[src/rtl/user_reg_responder.sv]
`default_nettype none
// ==========================================================================
// user_reg_responder : parameter register file with a pipelined user
// read/write command port, a priority host write port and a run flag.
// Rev 1.0
// ==========================================================================
module user_reg_responder #(
  parameter int NUM_REGS     = 16,
  parameter int READ_LATENCY = 2
) (
  input  logic        clk,
  input  logic        reset_n,
  input  logic        hostRegWriteEn,
  input  logic [7:0]  hostRegAddr,
  input  logic [31:0] hostRegWriteData,
  input  logic        hostRunSet,
  output logic        userRunValue,
  input  logic        userRunClear,
  input  logic        register32CmdReq,
  output logic        register32CmdAck,
  input  logic [7:0]  register32Address,
  input  logic        register32WriteEn,
  input  logic [31:0] register32WriteData,
  output logic        register32ReadDataValid,
  output logic [31:0] register32ReadData
);

  logic [31:0]             r_regs [NUM_REGS];
  logic                    r_run;
  logic [READ_LATENCY-1:0] r_pipeValid;
  logic [31:0]             r_pipeData [READ_LATENCY];

  logic        w_accept;
  logic        w_rdAccept;
  logic        w_wrEn;
  logic [7:0]  w_wrAddr;
  logic [31:0] w_wrData;
  logic [31:0] w_rdData;

  assign register32CmdAck = reset_n & ~hostRegWriteEn;
  assign w_accept         = register32CmdReq & register32CmdAck;
  assign w_rdAccept       = w_accept & ~register32WriteEn;

  // Host and user writes never collide: user commands are refused while the host writes.
  assign w_wrEn   = hostRegWriteEn | (w_accept & register32WriteEn);
  assign w_wrAddr = hostRegWriteEn ? hostRegAddr      : register32Address;
  assign w_wrData = hostRegWriteEn ? hostRegWriteData : register32WriteData;

  // Unimplemented addresses match no register and read back as zero.
  always_comb begin
    w_rdData = '0;
    for (int i = 0; i < NUM_REGS; i++) begin
      if (register32Address == 8'(i)) w_rdData = r_regs[i];
    end
  end

  generate
    for (genvar gi = 0; gi < NUM_REGS; gi++) begin : g_regs
      always_ff @(posedge clk or negedge reset_n) begin
        if (!reset_n) begin
          r_regs[gi] <= '0;
        end else if (w_wrEn && (w_wrAddr == 8'(gi))) begin
          r_regs[gi] <= w_wrData;
        end
      end
    end
  endgenerate

  // Data stages carry zero alongside an empty valid so the output needs no masking.
  always_ff @(posedge clk or negedge reset_n) begin
    if (!reset_n) begin
      r_pipeValid <= '0;
      for (int s = 0; s < READ_LATENCY; s++) r_pipeData[s] <= '0;
    end else begin
      r_pipeValid[0] <= w_rdAccept;
      r_pipeData[0]  <= w_rdAccept ? w_rdData : 32'd0;
      for (int s = 1; s < READ_LATENCY; s++) begin
        r_pipeValid[s] <= r_pipeValid[s-1];
        r_pipeData[s]  <= r_pipeData[s-1];
      end
    end
  end

  always_ff @(posedge clk or negedge reset_n) begin
    if (!reset_n) begin
      r_run <= 1'b0;
    end else if (hostRunSet) begin
      r_run <= 1'b1;
    end else if (userRunClear) begin
      r_run <= 1'b0;
    end
  end

  assign userRunValue            = r_run;
  assign register32ReadDataValid = r_pipeValid[READ_LATENCY-1];
  assign register32ReadData      = r_pipeData[READ_LATENCY-1];

endmodule
`default_nettype wire

[config.mk]
export PLATFORM = sky130hd
export DESIGN_NAME = user_reg_responder
export DESIGN_NICKNAME = d
export VERILOG_FILES = /design/src/rtl/user_reg_responder.sv
export SDC_FILE = /design/constraint.sdc
export NUM_CORES = 1
export LEC_CHECK = 0
export ABC_AREA = 1
export BUFFER_PORTS_ARGS = -buffer_cell sky130_fd_sc_hd__buf_2
export CELL_PAD_IN_SITES_DETAIL_PLACEMENT = 0
export CELL_PAD_IN_SITES_GLOBAL_PLACEMENT = 2
export CORE_MARGIN = 2
export CORE_UTILIZATION = 36
export CTS_BUF_LIST = sky130_fd_sc_hd__clkbuf_4 sky130_fd_sc_hd__clkbuf_8
export CTS_CLUSTER_SIZE = 12
export DETAILED_ROUTE_END_ITERATION = 10
export GPL_ROUTABILITY_DRIVEN = 0
export HOLD_SLACK_MARGIN = 0.12
export PLACE_DENSITY = 0.76
export SETUP_SLACK_MARGIN = 0.05
export SLEW_MARGIN = 5
export SYNTH_ARGS = -nofsm -noshare
export SYNTH_HDL_FRONTEND = slang
export SYNTH_SLANG_ARGS = --single-unit
[constraint.sdc]
create_clock -name clk -period 1 [get_ports clk]
set_input_delay 0.15 -clock clk [delete_from_list [all_inputs] [get_ports clk]]
set_output_delay 0.15 -clock clk [all_outputs]
set_load 0.02 [all_outputs]
==> results of run 1 <==
==> worst min-delay path: cells and delay by family <==
kind	cells	cell delay, ns
buf+inv	3	0.73
==> report_power, final <==
part | switching, uW | total, uW | internal, uW
Clock | 10300 | 23400 | 13100
Sequential | 1050 | 25900 | 24800
Combinational | 2890 | 5130 | 2240
==> registers in the layout, indices dropped and copies added, names as in the netlist <==
signal / count
userRunValue: 1
register32ReadData: 32
r_pipeValid: 2
r_regs: 512
r_pipeData: 32
==> through the flow <==
step                      TNS (ns)  util (%)
after global routing       -229.75      53.7
final                      -209.28      53.7
after global placement     -570.60      41.7
after detailed placement   -584.01      41.7
after floorplan            -251.70         -
after CTS                  -341.47      48.3
==> synth_stat cells, drive strengths merged <==
master and number:
nor3 2, clkinv 3, inv 170, nand4 95, buf 65, o21bai 1, mux2i 32, o21ai 549
clkbuf 157, or2 23, nand3 113, dfrtp 579, nor2 203, nand2 882, a21oi 45
==> worst paths after layout <==
kind	from	slack, ns	depth (start not counted)	endpoint
worst max-delay path	r_regs[467]$_DFFE_PN0P_	-0.67	10	r_pipeData[51]$_DFF_PN0_
worst min-delay path	reset_n	-0.30	3	r_regs[487]$_DFFE_PN0P_
worst max register to register	r_regs[467]$_DFFE_PN0P_	-0.67	10	r_pipeData[51]$_DFF_PN0_
worst min register to register	r_pipeData[38]$_DFF_PN0_	0.33	0	register32ReadData[6]$_DFF_PN0_
max in group asynchronous	reset_n	-0.35	5	r_regs[30]$_DFFE_PN0P_
min in group clk	register32WriteEn	-0.13	3	r_pipeValid[0]$_DFF_PN0_
==> final cells by class <==
class	instances	area, sq um
clock buffers	168	2090
diodes	2	5.00
fillers	6259	31800
multi-input cells	1945	11500
well taps	931	1160
flip-flops and latches	579	14500
clock inverters	15	103
inverters	173	659
repair buffers	545	6870
==> what timing repair did <==
action | 4_1_cts | 5_1_grt
hold buffers | 71 | 1
gates resized for setup | 239 | 709
setup endpoints to repair | 527 | 957
endpoints found under the hold margin | 944 | 346
gates cloned | 22 | 59
pin swaps | 24 | 56
setup buffers | 30 | 36
==> cells by family after synthesis <==
logic type	after synthesis	synth area share, %
mux	32	1.28
buf+inv	395	6.62
compound gates	595	11.9
simple gates	1318	22.4
flops	579	57.8
==> routing by layer <==
layer / GRT usage, % / routed length (um)
met1: 34.3 / 46200
met2: 41.1 / 47000
met3: 4.28 / 7160
met4: 6.19 / 2090
met5: 0 / 0
==> flow_metrics.py, run 1 <==
metrics = {
    "finish": {
        "stdcell_count": 4358,
        "final_common_cell": "nand2_1",
        "num-nets-final": 3433,
        "design_area_sq_mm": 0.0369,
        "drive_above_1_share_pct": 36.8,
        "final_cell_mix": "nand2_1 (607), dfrtp_1 (579), o21ai_1 (346)",
        "area_growth_pct": 47.2,
    },
    "setup_path": {
        "crit_path_cell_trace": "nand3_2 -> nand2_1 -> nor2_1 -> nand4_1 -> nand2_2 -> nand4_1 -> nor2_1 -> nand4_1 -> nor2_1 -> nor2_1",
        "cp_num_buf_inv": 0,
        "crit_type": "flop to flop",
        "cp_top_family": "simple AND/OR/NAND/NOR gates",
        "critPathCaptureType": "flop",
        "arrival_ns": 2.25,
        "cp_slowest_cell": "dfrtp_1",
        "cp_max_fo": 2,
        "critPathMostFrequentCell": "nor2_1",
        "startpoint_type": "flop",
        "worst_path_largest_cell_delay_ns": 0.40,
        "cp_data_required_time_ns": 1.58,
    },
    "sta": {
        "timing.hold.ws_ns": -0.301,
        "setup_viol_count_final": 735,
        "period_minus_slack_ns": 1.67,
        "finalCritPeriodShare_pct": 167,
        "hold_viol": 157,
        "worstMarginPinSlew_ns": 1.05,
        "finalWorstSetupSlack_ns": -0.672,
        "worst_clock_skew_ns": 0.0276,
        "fmax_mhz": 598,
        "rsz0062_at_grt": "yes",
        "max_slew_margin_pct": 29.9,
        "drv_slew": 0,
    },
    "placement": {
        "placed_area_sq_mm": 0.0287,
        "dp_hpwl_mm": 52.9,
        "numPlacedInstances": 3968,
        "place_ws_ns": -1.31,
        "io_buffers": 121,
    },
    "global_route": {
        "grt_antenna_before_repair": 1,
        "grt_overflow": 0,
        "grt_pass1_vias": 21774,
        "grt_max_degree": 159,
        "grt_use_total_pct": 25.0,
        "grt_pass1_wl_mm": 134,
    },
    "power_and_ir_drop": {
        "vdd_drop_max_v": 0.00104,
        "fin_total_pwr_uw": 54400,
        "p_leak_uw": 0.0171,
        "powerDensity_mw_per_mm2": 1480,
    },
    "synth": {
        "synth_cells": 2919,
        "synth_top_area_cell": "dfrtp_1",
        "synth_seq_cells": 579,
        "synth_top_area_share_pct": 57.8,
        "synth_nets": 3006,
        "ys_types": 29,
        "seq_area_frac_synth_pct": 57.8,
        "synthTopCellsByArea": "dfrtp_1 (58%), nand2_1 (13%), o21ai_0 (7.4%)",
        "netlist_area_sq_mm": 0.0251,
        "yosysWarnings": 0,
        "avgSynthCellArea_sq_um": 8.59,
    },
    "floorplanning": {
        "io_pins": 122,
        "start_util_pct": 36.5,
        "die_area_sq_mm": 0.0718,
        "core_sq_mm": 0.0687,
        "fp.dieW_um": 268,
        "die_h_um": 268,
        "num_rows": 96,
    },
    "routing": {
        "drt-initial-drc-count": 1997,
        "wl_mm": 102,
        "drt-wirelength-per-cell_um": 23.5,
        "dr.pass1.iters": 5,
        "vias": 22739,
        "drc": 0,
        "ant_nets": 0,
        "via_per_inst": 5.22,
    },
    "clocking": {
        "root_buffer": "clkbuf_8",
        "worstSkewPairLatency_ns": 0.71,
        "cts_num_sinks": 579,
        "clk_pin_slew_worst_paths_ns": 0.06,
        "cts_inserted_buffers": 102,
        "cts_tree": "yes",
        "cts_buffer_depth": 3,
        "htreeDepth": 3,
    },
    "job": {
        "drv_cap": 0,
    },
    "run_status": {
        "violations": "hold timing, setup timing",
        "status": "complete, but fails checks",
    },
    "min_path": {
        "min_path_type": "input pin to asynchronous set/reset pin",
    },
}
Note: power is estimated with default switching activity, not from simulation.
==> run 2: changes to the inputs <==
--- a/config.mk
+++ b/config.mk
@@ -5,18 +5,17 @@
 export SDC_FILE = /design/constraint.sdc
 export NUM_CORES = 1
 export LEC_CHECK = 0
-export ABC_AREA = 1
 export BUFFER_PORTS_ARGS = -buffer_cell sky130_fd_sc_hd__buf_2
 export CELL_PAD_IN_SITES_DETAIL_PLACEMENT = 0
-export CELL_PAD_IN_SITES_GLOBAL_PLACEMENT = 2
+export CELL_PAD_IN_SITES_GLOBAL_PLACEMENT = 1
 export CORE_MARGIN = 2
-export CORE_UTILIZATION = 36
+export CORE_UTILIZATION = 40
 export CTS_BUF_LIST = sky130_fd_sc_hd__clkbuf_4 sky130_fd_sc_hd__clkbuf_8
 export CTS_CLUSTER_SIZE = 12
 export DETAILED_ROUTE_END_ITERATION = 10
 export GPL_ROUTABILITY_DRIVEN = 0
 export HOLD_SLACK_MARGIN = 0.12
-export PLACE_DENSITY = 0.76
+export PLACE_DENSITY = 0.67
 export SETUP_SLACK_MARGIN = 0.05
 export SLEW_MARGIN = 5
 export SYNTH_ARGS = -nofsm -noshare
==> flow_metrics.py, run 2 <==
metrics = {
    "run_status": {
        "status": "complete, but fails checks",
        "violations": "hold timing, setup timing",
    },
    "clocking": {
        "cts_tree": "yes",
        "cts_buffer_depth": 3,
        "worstSkewPairLatency_ns": 0.73,
        "clk_pin_slew_worst_paths_ns": 0.06,
        "cts_num_sinks": 579,
        "holdBufCountCts": 70,
        "cts_inserted_buffers": 100,
        "root_buffer": "clkbuf_8",
        "htreeDepth": 3,
    },
    "power_and_ir_drop": {
        "fin_total_pwr_uw": 57200,
        "powerDensity_mw_per_mm2": 1480,
        "switchingPower_uw": 15800,
        "vdd_drop_max_v": 0.000933,
        "power.share.switching_pct": 27.7,
        "clkPwrFrac_pct": 39.5,
        "pwr-share-comb_pct": 13.9,
        "seqPwrFrac_pct": 46.6,
        "p_int_uw": 41400,
        "p_leak_uw": 0.0174,
    },
    "setup_path": {
        "crit_path_cell_trace": "buf_6 -> or4_4 -> buf_6 -> or3_4 -> buf_4 -> a21oi_4 -> buf_6 -> nand2_8 -> buf_12 -> nand2_1 -> o21ai_0",
        "reg2reg_from": "r_regs[463]$_DFFE_PN0P_",
        "ff2ff_path_depth": 6,
        "cp_max_fo": 26,
        "worst_path_largest_cell_delay_ns": 0.62,
        "cp_data_required_time_ns": 1.57,
        "r2r_slack_ns": -0.76,
        "startpoint_type": "input pin",
        "cp_top_family": "simple AND/OR/NAND/NOR gates",
        "rr_endpoint": "r_pipeData[47]$_DFF_PN0_",
        "critPathMostFrequentCell": "buf_6",
        "cp_num_buf_inv": 5,
        "critPathCaptureType": "flop",
        "crit_type": "input pin to flop",
        "arrival_ns": 2.45,
        "cp_slowest_cell": "or4_4",
    },
    "finish": {
        "final_cell_mix": "dfrtp_1 (579), buf_4 (319), a21oi_1 (220)",
        "top_register": "r_regs",
        "num-nets-final": 3343,
        "final_common_cell": "dfrtp_1",
        "largest_register_ffs": 512,
        "design_area_sq_mm": 0.0387,
        "area_growth_pct": 47.9,
        "drive_above_1_share_pct": 43.7,
    },
    "routing": {
        "drc": 0,
        "dr.pass1.iters": 7,
        "wl_mm": 119,
        "via_per_inst": 5.99,
        "drt-initial-drc-count": 2975,
        "drt-wirelength-per-cell_um": 28.5,
        "vias": 25076,
        "ant_nets": 0,
    },
    "sta": {
        "timing.hold.ws_ns": -0.656,
        "fmax_mhz": 531,
        "worst_clock_skew_ns": 0.0301,
        "hold_viol": 206,
        "setup_viol_count_final": 768,
        "final.setup.tns_ns": -487.62,
        "worstMarginPinSlew_ns": 0.746,
        "drv_slew": 0,
        "rsz0062_at_grt": "yes",
        "period_minus_slack_ns": 1.88,
        "max_slew_margin_pct": 50.1,
        "finalWorstSetupSlack_ns": -0.883,
        "finalCritPeriodShare_pct": 188,
    },
    "global_route": {
        "grt_antenna_before_repair": 4,
        "grt_use_total_pct": 32.9,
        "grt_overflow": 0,
        "grt_pass1_vias": 23989,
        "grt_max_degree": 122,
        "grt_pass1_wl_mm": 162,
    },
    "synth": {
        "synth_top_area_share_pct": 55.4,
        "yosysWarnings": 0,
        "synth_edf_count": 0,
        "synth_nets": 2770,
        "synth_seq_cells": 579,
        "async_reset_ff_share_pct": 100,
        "netlist_area_sq_mm": 0.0262,
        "ys_types": 73,
        "synthTopCellsByArea": "dfrtp_1 (55%), a21oi_1 (7.0%), nand2_1 (5.0%)",
        "synth_top_area_cell": "dfrtp_1",
        "synth_cells": 2683,
        "ys.flop_type": "dfrtp_1",
        "avgSynthCellArea_sq_um": 9.75,
        "seq_area_frac_synth_pct": 55.4,
        "synth_common_cells": "dfrtp_1 (579), a21oi_1 (366), nand2_1 (347), nor2_1 (343), o21ai_0 (212)",
        "yosysMostFrequentCell": "dfrtp_1",
    },
    "placement": {
        "dp_hpwl_mm": 60.3,
        "placed_area_sq_mm": 0.0300,
        "io_buffers": 121,
    },
    "floorplanning": {
        "core_sq_mm": 0.0646,
        "die_area_sq_mm": 0.0675,
        "io_pins": 122,
        "fp.dieW_um": 260,
        "num_rows": 93,
        "die_h_um": 260,
        "start_util_pct": 40.5,
    },
    "min_path": {
        "min_path_type": "input pin to asynchronous set/reset pin",
    },
    "job": {
        "drv_cap": 0,
    },
}
-- run 2: metrics by stage --
| stage | instances | util [%] | worst slack, ns |
|---|---|---|---|
| global placement | 3764 | 46.5 | -1.59 |
| global route | 4184 | 59.9 | -0.883 |
| floorplan | 2683 | - | -1.00 |
| CTS | 4137 | 56.2 | -0.796 |
| finish | 4184 | 59.9 | -0.883 |
| detailed placement | 3764 | 46.5 | -1.58 |
-- run 2: cell type report --
class / count / area, sq um
flip-flops and latches: 579 / 14500
inverters: 6 / 22.5
clock inverters: 10 / 63.8
repair buffers: 727 / 8070
fillers: 5301 / 25900
clock buffers: 164 / 2000
multi-input cells: 1842 / 13000
diodes: 1 / 2.50
well taps: 855 / 1070
-- run 2: per-layer routing --
layer	vias to the layer above	wire length (um)	track usage [%]
li1	10569	-	-
met1	12568	47300	45.2
met2	1563	52600	49.6
met3	372	13500	7.61
met4	4	5970	14.9
met5	-	31	0
-- run 2: cell families (layout without fill, tap and decap cells) --
family	Yosys count	after routing	share of synthesized area, %
compound gates	921	921	20.8
simple gates	795	796	12.8
flops	579	579	55.4
buf+inv	263	907	5.38
mux	125	125	5.75
other cells	0	1	0
-- run 2: worst max-delay path by stage --
| stage | slack [ns] | to | cells past startpoint | start |
|---|---|---|---|---|
| floorplan | -1.00 | r_regs[499]$_DFFE_PN0P_ | 8 | register32Address[5] |
| global placement | -1.59 | r_pipeData[61]$_DFF_PN0_ | 9 | register32Address[5] |
| detailed placement | -1.58 | r_pipeData[61]$_DFF_PN0_ | 9 | register32Address[5] |
| CTS | -0.80 | r_pipeData[43]$_DFF_PN0_ | 6 | r_regs[395]$_DFFE_PN0P_ |
| global route | -0.88 | r_regs[142]$_DFFE_PN0P_ | 11 | register32Address[4] |
| finish | -0.88 | r_regs[184]$_DFFE_PN0P_ | 11 | register32Address[4] |
-- run 2: what timing repair did --
action / CTS / global route
gates cloned: 49 / 30
buffers inserted: 86 / 28
resized for setup: 412 / 448
endpoints found under the hold margin: 1059 / 206
setup endpoints to repair: 579 / 779
pin swaps: 110 / 67
-- run 2: power by group through the flow --
| stage | registers (uW) | clock network (uW) | logic (uW) |
|---|---|---|---|
| final | 26700 | 22600 | 7940 |
| after global routing | 26800 | 23900 | 8550 |
| after CTS | 26300 | 22800 | 7050 |
| after detailed placement | 26600 | 0 | 6320 |
| after global placement | 26500 | 0 | 6160 |
| after floorplan | 26400 | 0 | 3430 |
